[config.mk]
export PLATFORM = sky130hd
export DESIGN_NAME = stream_argmax
export DESIGN_NICKNAME = d
export VERILOG_FILES = /design/src/rtl/nn_pkg.sv /design/src/rtl/stream_argmax_score_cmp.sv /design/src/rtl/stream_argmax.sv
export SDC_FILE = /design/constraint.sdc
export NUM_CORES = 1
export LEC_CHECK = 0
export CORE_ASPECT_RATIO = 1.1
export CORE_UTILIZATION = 57
export CTS_CLUSTER_DIAMETER = 150
export DETAILED_ROUTE_END_ITERATION = 8
export GPL_ROUTABILITY_DRIVEN = 0
export HOLD_SLACK_MARGIN = 0.03
export PLACE_DENSITY = 0.87
export SETUP_SLACK_MARGIN = 0.05
export SYNTH_ARGS = -nofsm -noshare
export SYNTH_HDL_FRONTEND = slang
export SYNTH_HIERARCHICAL = 1
export SYNTH_SLANG_ARGS = --single-unit
[constraint.sdc]
create_clock -name clk -period 5.25 [get_ports clk]
set_clock_uncertainty 0.05 [all_clocks]
set_input_delay 1.05 -clock clk [delete_from_list [all_inputs] [get_ports clk]]
set_output_delay 1.05 -clock clk [all_outputs]
set_load 0.1 [all_outputs]
[src/rtl/nn_pkg.sv]
// ---------------------------------------------------------------------------
// nn_pkg -- shared definitions for the neural-network post-processing blocks.
//
// Contents:
//   argmax_state_t : argmax frame state (ACCUM collects beats, HOLD presents
//                    the result until the consumer takes it).
//   CMP_W          : working width used by the generic score compare.
//   idx_width()    : index width for a class count, never less than 1 bit.
//   score_beats()  : "a beats b" for scores already extended to CMP_W bits,
//                    with a signed-compare flag and a tie-goes-to-a flag.
// ---------------------------------------------------------------------------
package nn_pkg;

   typedef enum logic {
      ACCUM = 1'b0,
      HOLD  = 1'b1
   } argmax_state_t;

   // Scores up to 64 bits wide are supported by the generic compare.
   localparam int CMP_W = 64;

   // $clog2(1) is 0; a single-class frame still needs a 1-bit index port.
   function automatic int idx_width(input int n);
      return (n < 2) ? 1 : $clog2(n);
   endfunction

   // Callers sign-extend (signed_cmp=1) or zero-extend (signed_cmp=0) their
   // scores to CMP_W bits before calling, so one compare serves any DATA_W.
   function automatic logic score_beats(input logic [CMP_W-1:0] a,
                                        input logic [CMP_W-1:0] b,
                                        input logic             signed_cmp,
                                        input logic             tie_last);
      logic gt;
      if (signed_cmp) gt = ($signed(a) > $signed(b));
      else            gt = (a > b);
      return gt || (tie_last && (a == b));
   endfunction

endpackage

[src/rtl/stream_argmax_score_cmp.sv]
// ---------------------------------------------------------------------------
// score_cmp -- combinational score comparator used by stream_argmax.
//
// Ports:
//   i_a     [DATA_W] : challenger score (the incoming beat)
//   i_b     [DATA_W] : incumbent score (current best or runner-up)
//   o_beats          : 1 when i_a should replace i_b, i.e. i_a > i_b, or
//                      i_a == i_b and TIE_LAST=1. SIGNED_CMP selects two's
//                      complement or unsigned ordering.
// ---------------------------------------------------------------------------
module score_cmp
   import nn_pkg::*;
#(
   parameter int DATA_W     = 16,
   parameter int SIGNED_CMP = 0,
   parameter int TIE_LAST   = 1
) (
   input  logic [DATA_W-1:0] i_a,
   input  logic [DATA_W-1:0] i_b,
   output logic              o_beats
);

   logic [CMP_W-1:0] w_a;
   logic [CMP_W-1:0] w_b;

   // NOTE: every signal written here gets a value on every path, otherwise
   // the tool infers a latch to hold the missing case.
   always_comb begin
      if (SIGNED_CMP != 0) begin
         w_a = CMP_W'($signed(i_a));
         w_b = CMP_W'($signed(i_b));
      end else begin
         w_a = CMP_W'(i_a);
         w_b = CMP_W'(i_b);
      end
      o_beats = score_beats(w_a, w_b, SIGNED_CMP != 0, TIE_LAST != 0);
   end

endmodule

[src/rtl/stream_argmax.sv]
// ---------------------------------------------------------------------------
// stream_argmax -- streaming argmax over a frame of NUM_CLASSES scores.
//
// Scores arrive one class per beat (valid/ready). The frame closes on the
// beat carrying in_last or on beat NUM_CLASSES, whichever comes first; one
// cycle later the registered result is presented until out_ready. No new
// beat is accepted while a result is pending.
//
// Ports:
//   clk, rst         : rising-edge clock, synchronous active-high reset
//   in_valid/in_ready: input handshake; in_data is the score, in_last ends
//                      the frame
//   out_valid/out_ready : result handshake
//   out_index        : winning class index
//   out_value        : winning score
//   out_count        : number of beats in the frame
//   out_err          : frame length disagreed with in_last
//
// Optional feature (macro ARGMAX_TOP2_EN): adds out_second_index,
// out_second_value, out_margin (best minus runner-up, 0 if none) and
// out_second_valid (frame had two or more beats).
// ---------------------------------------------------------------------------
module stream_argmax
   import nn_pkg::*;
#(
   parameter  int NUM_CLASSES = 10,
   parameter  int DATA_W      = 16,
   parameter  int SIGNED_CMP  = 0,
   parameter  int TIE_LAST    = 1,
   localparam int IDX_W       = idx_width(NUM_CLASSES)
) (
   input  logic              clk,
   input  logic              rst,
   input  logic              in_valid,
   output logic              in_ready,
   input  logic [DATA_W-1:0] in_data,
   input  logic              in_last,
   output logic              out_valid,
   input  logic              out_ready,
   output logic [IDX_W-1:0]  out_index,
   output logic [DATA_W-1:0] out_value,
   output logic [IDX_W:0]    out_count,
`ifdef ARGMAX_TOP2_EN
   output logic [IDX_W-1:0]  out_second_index,
   output logic [DATA_W-1:0] out_second_value,
   output logic [DATA_W:0]   out_margin,
   output logic              out_second_valid,
`endif
   output logic              out_err
);

   localparam int COUNT_W = IDX_W + 1;

   argmax_state_t       r_state;
   logic                r_in_ready;
   logic                r_out_valid;
   logic [DATA_W-1:0]   r_best_value;
   logic [IDX_W-1:0]    r_best_index;
   logic [COUNT_W-1:0]  r_count;
   logic [IDX_W-1:0]    r_out_index;
   logic [DATA_W-1:0]   r_out_value;
   logic [COUNT_W-1:0]  r_out_count;
   logic                r_out_err;

   logic                w_fire;
   logic                w_first;
   logic [IDX_W-1:0]    w_beat_index;
   logic [COUNT_W-1:0]  w_nxt_count;
   logic                w_at_limit;
   logic                w_close;
   logic                w_err;
   logic                w_beats_best;
   logic                w_take_best;
   logic [DATA_W-1:0]   w_nxt_best_value;
   logic [IDX_W-1:0]    w_nxt_best_index;

   score_cmp #(
      .DATA_W    (DATA_W),
      .SIGNED_CMP(SIGNED_CMP),
      .TIE_LAST  (TIE_LAST)
   ) u_cmp_best (
      .i_a    (in_data),
      .i_b    (r_best_value),
      .o_beats(w_beats_best)
   );

   always_comb begin
      w_fire       = in_valid && r_in_ready;
      w_first      = (r_count == '0);
      // Beats already counted equal the position of the current beat.
      w_beat_index = r_count[IDX_W-1:0];
      w_nxt_count  = r_count + 1'b1;
      w_at_limit   = (w_nxt_count == COUNT_W'(NUM_CLASSES));
      w_close      = in_last || w_at_limit;
      // Error when in_last and the class limit do not land on the same beat.
      w_err        = (in_last != w_at_limit);
      w_take_best  = w_first || w_beats_best;
      w_nxt_best_value = w_take_best ? in_data      : r_best_value;
      w_nxt_best_index = w_take_best ? w_beat_index : r_best_index;
   end

`ifdef ARGMAX_TOP2_EN
   logic [DATA_W-1:0] r_second_value;
   logic [IDX_W-1:0]  r_second_index;
   logic              r_second_valid;
   logic [IDX_W-1:0]  r_out_second_index;
   logic [DATA_W-1:0] r_out_second_value;
   logic [DATA_W:0]   r_out_margin;
   logic              r_out_second_valid;

   logic              w_beats_second;
   logic              w_take_second;
   logic [DATA_W-1:0] w_nxt_second_value;
   logic [IDX_W-1:0]  w_nxt_second_index;
   logic              w_nxt_second_valid;
   logic [DATA_W:0]   w_margin;

   score_cmp #(
      .DATA_W    (DATA_W),
      .SIGNED_CMP(SIGNED_CMP),
      .TIE_LAST  (TIE_LAST)
   ) u_cmp_second (
      .i_a    (in_data),
      .i_b    (r_second_value),
      .o_beats(w_beats_second)
   );

   always_comb begin
      // A displaced best drops to runner-up; otherwise the beat competes for
      // runner-up, and an empty runner-up slot takes any non-first beat.
      w_take_second      = !w_first && (w_beats_best || !r_second_valid || w_beats_second);
      w_nxt_second_value = r_second_value;
      w_nxt_second_index = r_second_index;
      if (w_take_second) begin
         w_nxt_second_value = w_beats_best ? r_best_value : in_data;
         w_nxt_second_index = w_beats_best ? r_best_index : w_beat_index;
      end
      w_nxt_second_valid = r_second_valid || w_take_second;
      // Best never ranks below runner-up, so the extended difference is >= 0.
      if (SIGNED_CMP != 0)
         w_margin = {w_nxt_best_value[DATA_W-1], w_nxt_best_value}
                  - {w_nxt_second_value[DATA_W-1], w_nxt_second_value};
      else
         w_margin = {1'b0, w_nxt_best_value} - {1'b0, w_nxt_second_value};
   end

   always_ff @(posedge clk) begin
      if (rst) begin
         r_second_value     <= '0;
         r_second_index     <= '0;
         r_second_valid     <= 1'b0;
         r_out_second_index <= '0;
         r_out_second_value <= '0;
         r_out_margin       <= '0;
         r_out_second_valid <= 1'b0;
      end else if (r_state == ACCUM) begin
         if (w_fire) begin
            r_second_value <= w_nxt_second_value;
            r_second_index <= w_nxt_second_index;
            r_second_valid <= w_nxt_second_valid;
            if (w_close) begin
               r_out_second_index <= w_nxt_second_index;
               r_out_second_value <= w_nxt_second_value;
               r_out_second_valid <= w_nxt_second_valid;
               r_out_margin       <= w_nxt_second_valid ? w_margin : '0;
            end
         end
      end else if (out_ready) begin
         r_second_value <= '0;
         r_second_index <= '0;
         r_second_valid <= 1'b0;
      end
   end

   assign out_second_index = r_out_second_index;
   assign out_second_value = r_out_second_value;
   assign out_margin       = r_out_margin;
   assign out_second_valid = r_out_second_valid;
`endif

   // NOTE: non-blocking assignments make every register here sample the
   // pre-edge values, so the order of statements does not matter.
   always_ff @(posedge clk) begin
      if (rst) begin
         r_state      <= ACCUM;
         r_in_ready   <= 1'b1;
         r_out_valid  <= 1'b0;
         r_best_value <= '0;
         r_best_index <= '0;
         r_count      <= '0;
         r_out_index  <= '0;
         r_out_value  <= '0;
         r_out_count  <= '0;
         r_out_err    <= 1'b0;
      end else begin
         case (r_state)
            ACCUM: begin
               if (w_fire) begin
                  r_best_value <= w_nxt_best_value;
                  r_best_index <= w_nxt_best_index;
                  r_count      <= w_nxt_count;
                  if (w_close) begin
                     r_state     <= HOLD;
                     r_in_ready  <= 1'b0;
                     r_out_valid <= 1'b1;
                     r_out_index <= w_nxt_best_index;
                     r_out_value <= w_nxt_best_value;
                     r_out_count <= w_nxt_count;
                     r_out_err   <= w_err;
                  end
               end
            end
            HOLD: begin
               // Result outputs keep their values after the handshake.
               if (out_ready) begin
                  r_state      <= ACCUM;
                  r_in_ready   <= 1'b1;
                  r_out_valid  <= 1'b0;
                  r_best_value <= '0;
                  r_best_index <= '0;
                  r_count      <= '0;
               end
            end
            default: r_state <= ACCUM;
         endcase
      end
   end

   assign in_ready  = r_in_ready;
   assign out_valid = r_out_valid;
   assign out_index = r_out_index;
   assign out_value = r_out_value;
   assign out_count = r_out_count;
   assign out_err   = r_out_err;

endmodule

==> summary.md <==
| Metric | Value |
|---|---|
| Reg2reg end | `out_value[14]` |
| Worst R2R Setup Slack | `2.24 ns` |
| Crit path time final | `3.89 ns` |
| CTS sink cnt | `54` |
| Dpl cells | `423` |
| Die height | `77.2 um` |
| Hold path cells | `2` |
| Setup ws final | `1.36 ns` |
| Wire per inst | `14.7 um` |
| R2R cell count | `9` |
| Register area share after synthesis | `36.9%` |
| TNS Setup | `0 ns` |
| Critical path type | `input pin to register` |
| Core area | `4970 sq um` |
| Starting DRT DRC Count | `209` |
| Total GRT Usage | `24.3%` |
| Critical Path Max Stage Delay | `0.61 ns` |
| Post-DP HPWL | `4180 um` |
| Worst-margin pin slew | `1.10 ns` |
| First-pass GRT wire length | `10800 um` |
| Setup repair bufs after CTS | `0` |
| Initial Utilization | `59.0%` |
| Total number of vias | `2589` |
| CP arrival | `4.03 ns` |
| # IOs | `49` |
| CP Max Fanout | `18` |
| Worst-path clk slew | `0.10 ns` |
| Via density per instance | `6.01` |
| FMAX | `257 MHz` |
| Pin count of the biggest net entering global routing | `73` |
| Clock Tree Root | `clkbuf_8` |
| Slew HR | `26.4%` |
| Ys Warns | `6` |
| Post-synth EDFFs | `0` |
| Crit path required time | `5.39 ns` |
| Synth Flop Type | `dfxtp_1` |
| TritonCTS clock tree | `built` |
| TritonCTS buffer count | `5` |
| Avg Inst Size Synth | `8.56 sq um` |
| Hold buffer count at CTS | `0` |
| Final Instance Count excl. Fillers | `431` |
| DRC errors left | `0` |
| Power Dens Cells | `292 nW/um^2` |
| Vias in the first global route | `2424` |
| N_diodes | `0` |
| Cts repair resizes | `0` |
| Seq cells post-synth | `54` |
| CP max-delay cell | `nand2b_1` |
| Maxcap violations | `0` |
| Num rows | `27` |
| RSZ-0062 raised after global routing | `false` |
| Buffers plus inverters on the worst setup path | `2` |
| Number of fill cells | `415` |
| Crit. Startpoint | `in_data[0]` |
| Clock buffer depth | `2` |
| Worst path cell trace | `clkdlybuf4s50_1, inv_1, ha_1, nand2b_1, a2111oi_0, or4_1, o211ai_1, nand2b_1, a2111oi_0` |
| FF+latch area | `1080 sq um` |
| Nets | `413` |
| Slew Viols, Final | `0` |
| Power, Total | `1010 uW` |
| Post-Route WL | `6320 um` |
| Initial DRT Pass Iterations | `5` |
| Worst path top cell family by delay | `compound AO/OA/AOI/OAI gates` |
| Cell area after synthesis | `2930 sq um` |
| Worst Hold Class | `register to register` |
| Share of layout cells above drive strength 1 | `4.56%` |
| Critical path endpoint category | `register` |
| Antenna violations before repair | `0` |
| Overflow after GRT | `0` |
| Clock Latency Late Sink | `0.31 ns` |
| Total number of H-tree levels | `2` |
| Hold Path Sink | `out_count[1]` |
| DIE AREA | `5430 sq um` |
| DP Worst Slack | `1.05 ns` |
| PortBufs | `48` |
| Die width | `70.3 um` |
| Final period util | `74.1%` |
| RR Startpoint | `r_count[0]` |
| Post-Syn Nets | `383` |
| Total leakage power | `0.00130 uW` |
| Outcome | `completed` |
| Fraction of registers with async set/reset | `0%` |
| Final setup violation count | `0` |
| Hold_sp | `out_count[1]` |
| Final Hold Fails | `0` |
| Netlist cell types | `38` |
| Syn Inst Count | `342` |
| Maximum vdd drop | `164 uV` |
| Area of the multi-input gates | `1580 sq um` |
| Post-DRT Antenna Nets | `0` |
| Critical Path Start Type | `input pin` |
| Area Growth Syn to Fin | `17.9%` |
## cell usage after synthesis (all sizes together), types with 8 or more instances
master,number,area share (%)
nor4,18,3.8
inv,36,4.6
a211oi,21,5.4
a21oi,20,3.4
buf,8,2.1
ha,20,8.5
nand3,10,1.7
nor2,25,3.2
o32ai,19,5.7
dfxtp,54,37
clkbuf,19,2.4
o21bai,18,4.6
nand2,19,2.4
nand2b,23,4.9
## per-stage QoR
step / hold WS [ns] / utilization, % / instance area, sq um
floorplan: 0.391 / - / 2930
global placement: 0.398 / 67.6 / 3360
detailed placement: 0.400 / 67.6 / 3360
CTS: 0.413 / 69.5 / 3450
global route: 0.440 / 69.5 / 3450
finish: 0.409 / 69.5 / 3450
## registers in the layout, summed over array words and instances (netlist names)
signal / cells
in_ready: 1
out_count: 5
out_err: 1
out_index: 4
out_valid: 1
out_value: 16
r_best_index: 4
r_best_value: 16
r_count: 5
r_state: 1
## kinds of logic (layout without fill, tap and decap cells)
group | after synthesis | count (layout) | synth area share, %
XOR/XNOR | 3 | 3 | 0.898
AND/OR/NAND/NOR | 110 | 110 | 21.1
adder cells (fa/ha/maj) | 20 | 20 | 8.55
buffers and inverters | 63 | 94 | 9.10
AO/OA/AOI/OAI | 90 | 90 | 22.7
multiplexers | 2 | 2 | 0.769
flip-flops | 54 | 54 | 36.9
## cells in the final DEF, fill, tap and decap left out, types with 10 or more instances in the layout
| master | n |
|---|---|
| nor4_1 | 18 |
| o32ai_1 | 19 |
| nand2_1 | 19 |
| clkdlybuf4s50_1 | 47 |
| a21oi_1 | 20 |
| a211oi_1 | 21 |
| nand3_1 | 10 |
| o21bai_1 | 18 |
| nor2_1 | 25 |
| inv_1 | 36 |
| dfxtp_1 | 54 |
| ha_1 | 20 |
| nand2b_1 | 23 |
## how the worst max path moves through the flow
stage                         end  cells past startpoint  slack (ns)
floorplan           out_value[10]                     10        2.06
global placement     out_index[0]                      9        1.24
detailed placement   out_index[0]                      9        1.05
CTS                  out_index[0]                      9        1.40
global route         out_index[0]                      9        1.15
finish               out_index[0]                      9        1.36
## worst register-to-register path, delay by kind of cell, from the launching register on
| family | cells | cell delay [ns] |
|---|---|---|
| fa+ha+maj | 2 | 0.52 |
| buf+inv | 1 | 0.42 |
| simple gates | 4 | 1.24 |
| flops | 1 | 0.46 |
| compound gates | 2 | 0.17 |
## metal layers
layer  up-vias  track usage [%]  wire length [um]  share of wire (%)
li1       1291                -                 -                  -
met1      1236             30.1              2770                 44
met2        54             42.1              3180                 50
met3         8             4.47               290                4.6
met4         0             7.80                80                1.3
met5         -                0                 0                  0
## power breakdown
part,internal (uW),leakage (uW),switching (uW),total (uW)
sequential,437,0.000442,18.9,456
clock,107,0.0000482,133,240
combinational,92.7,0.000813,221,313
total,637,0.00130,372,1010
## final cells by class
type / instances / share of cell area [%]
well taps: 58 / 2.10
clock inverters: 1 / 0.145
multi-input cells: 225 / 45.8
clock buffers: 7 / 2.50
repair buffers: 50 / 14.2
flip-flops and latches: 54 / 31.3
inverters: 36 / 3.92
No activity file was read; power rests on OpenSTA's default activity.
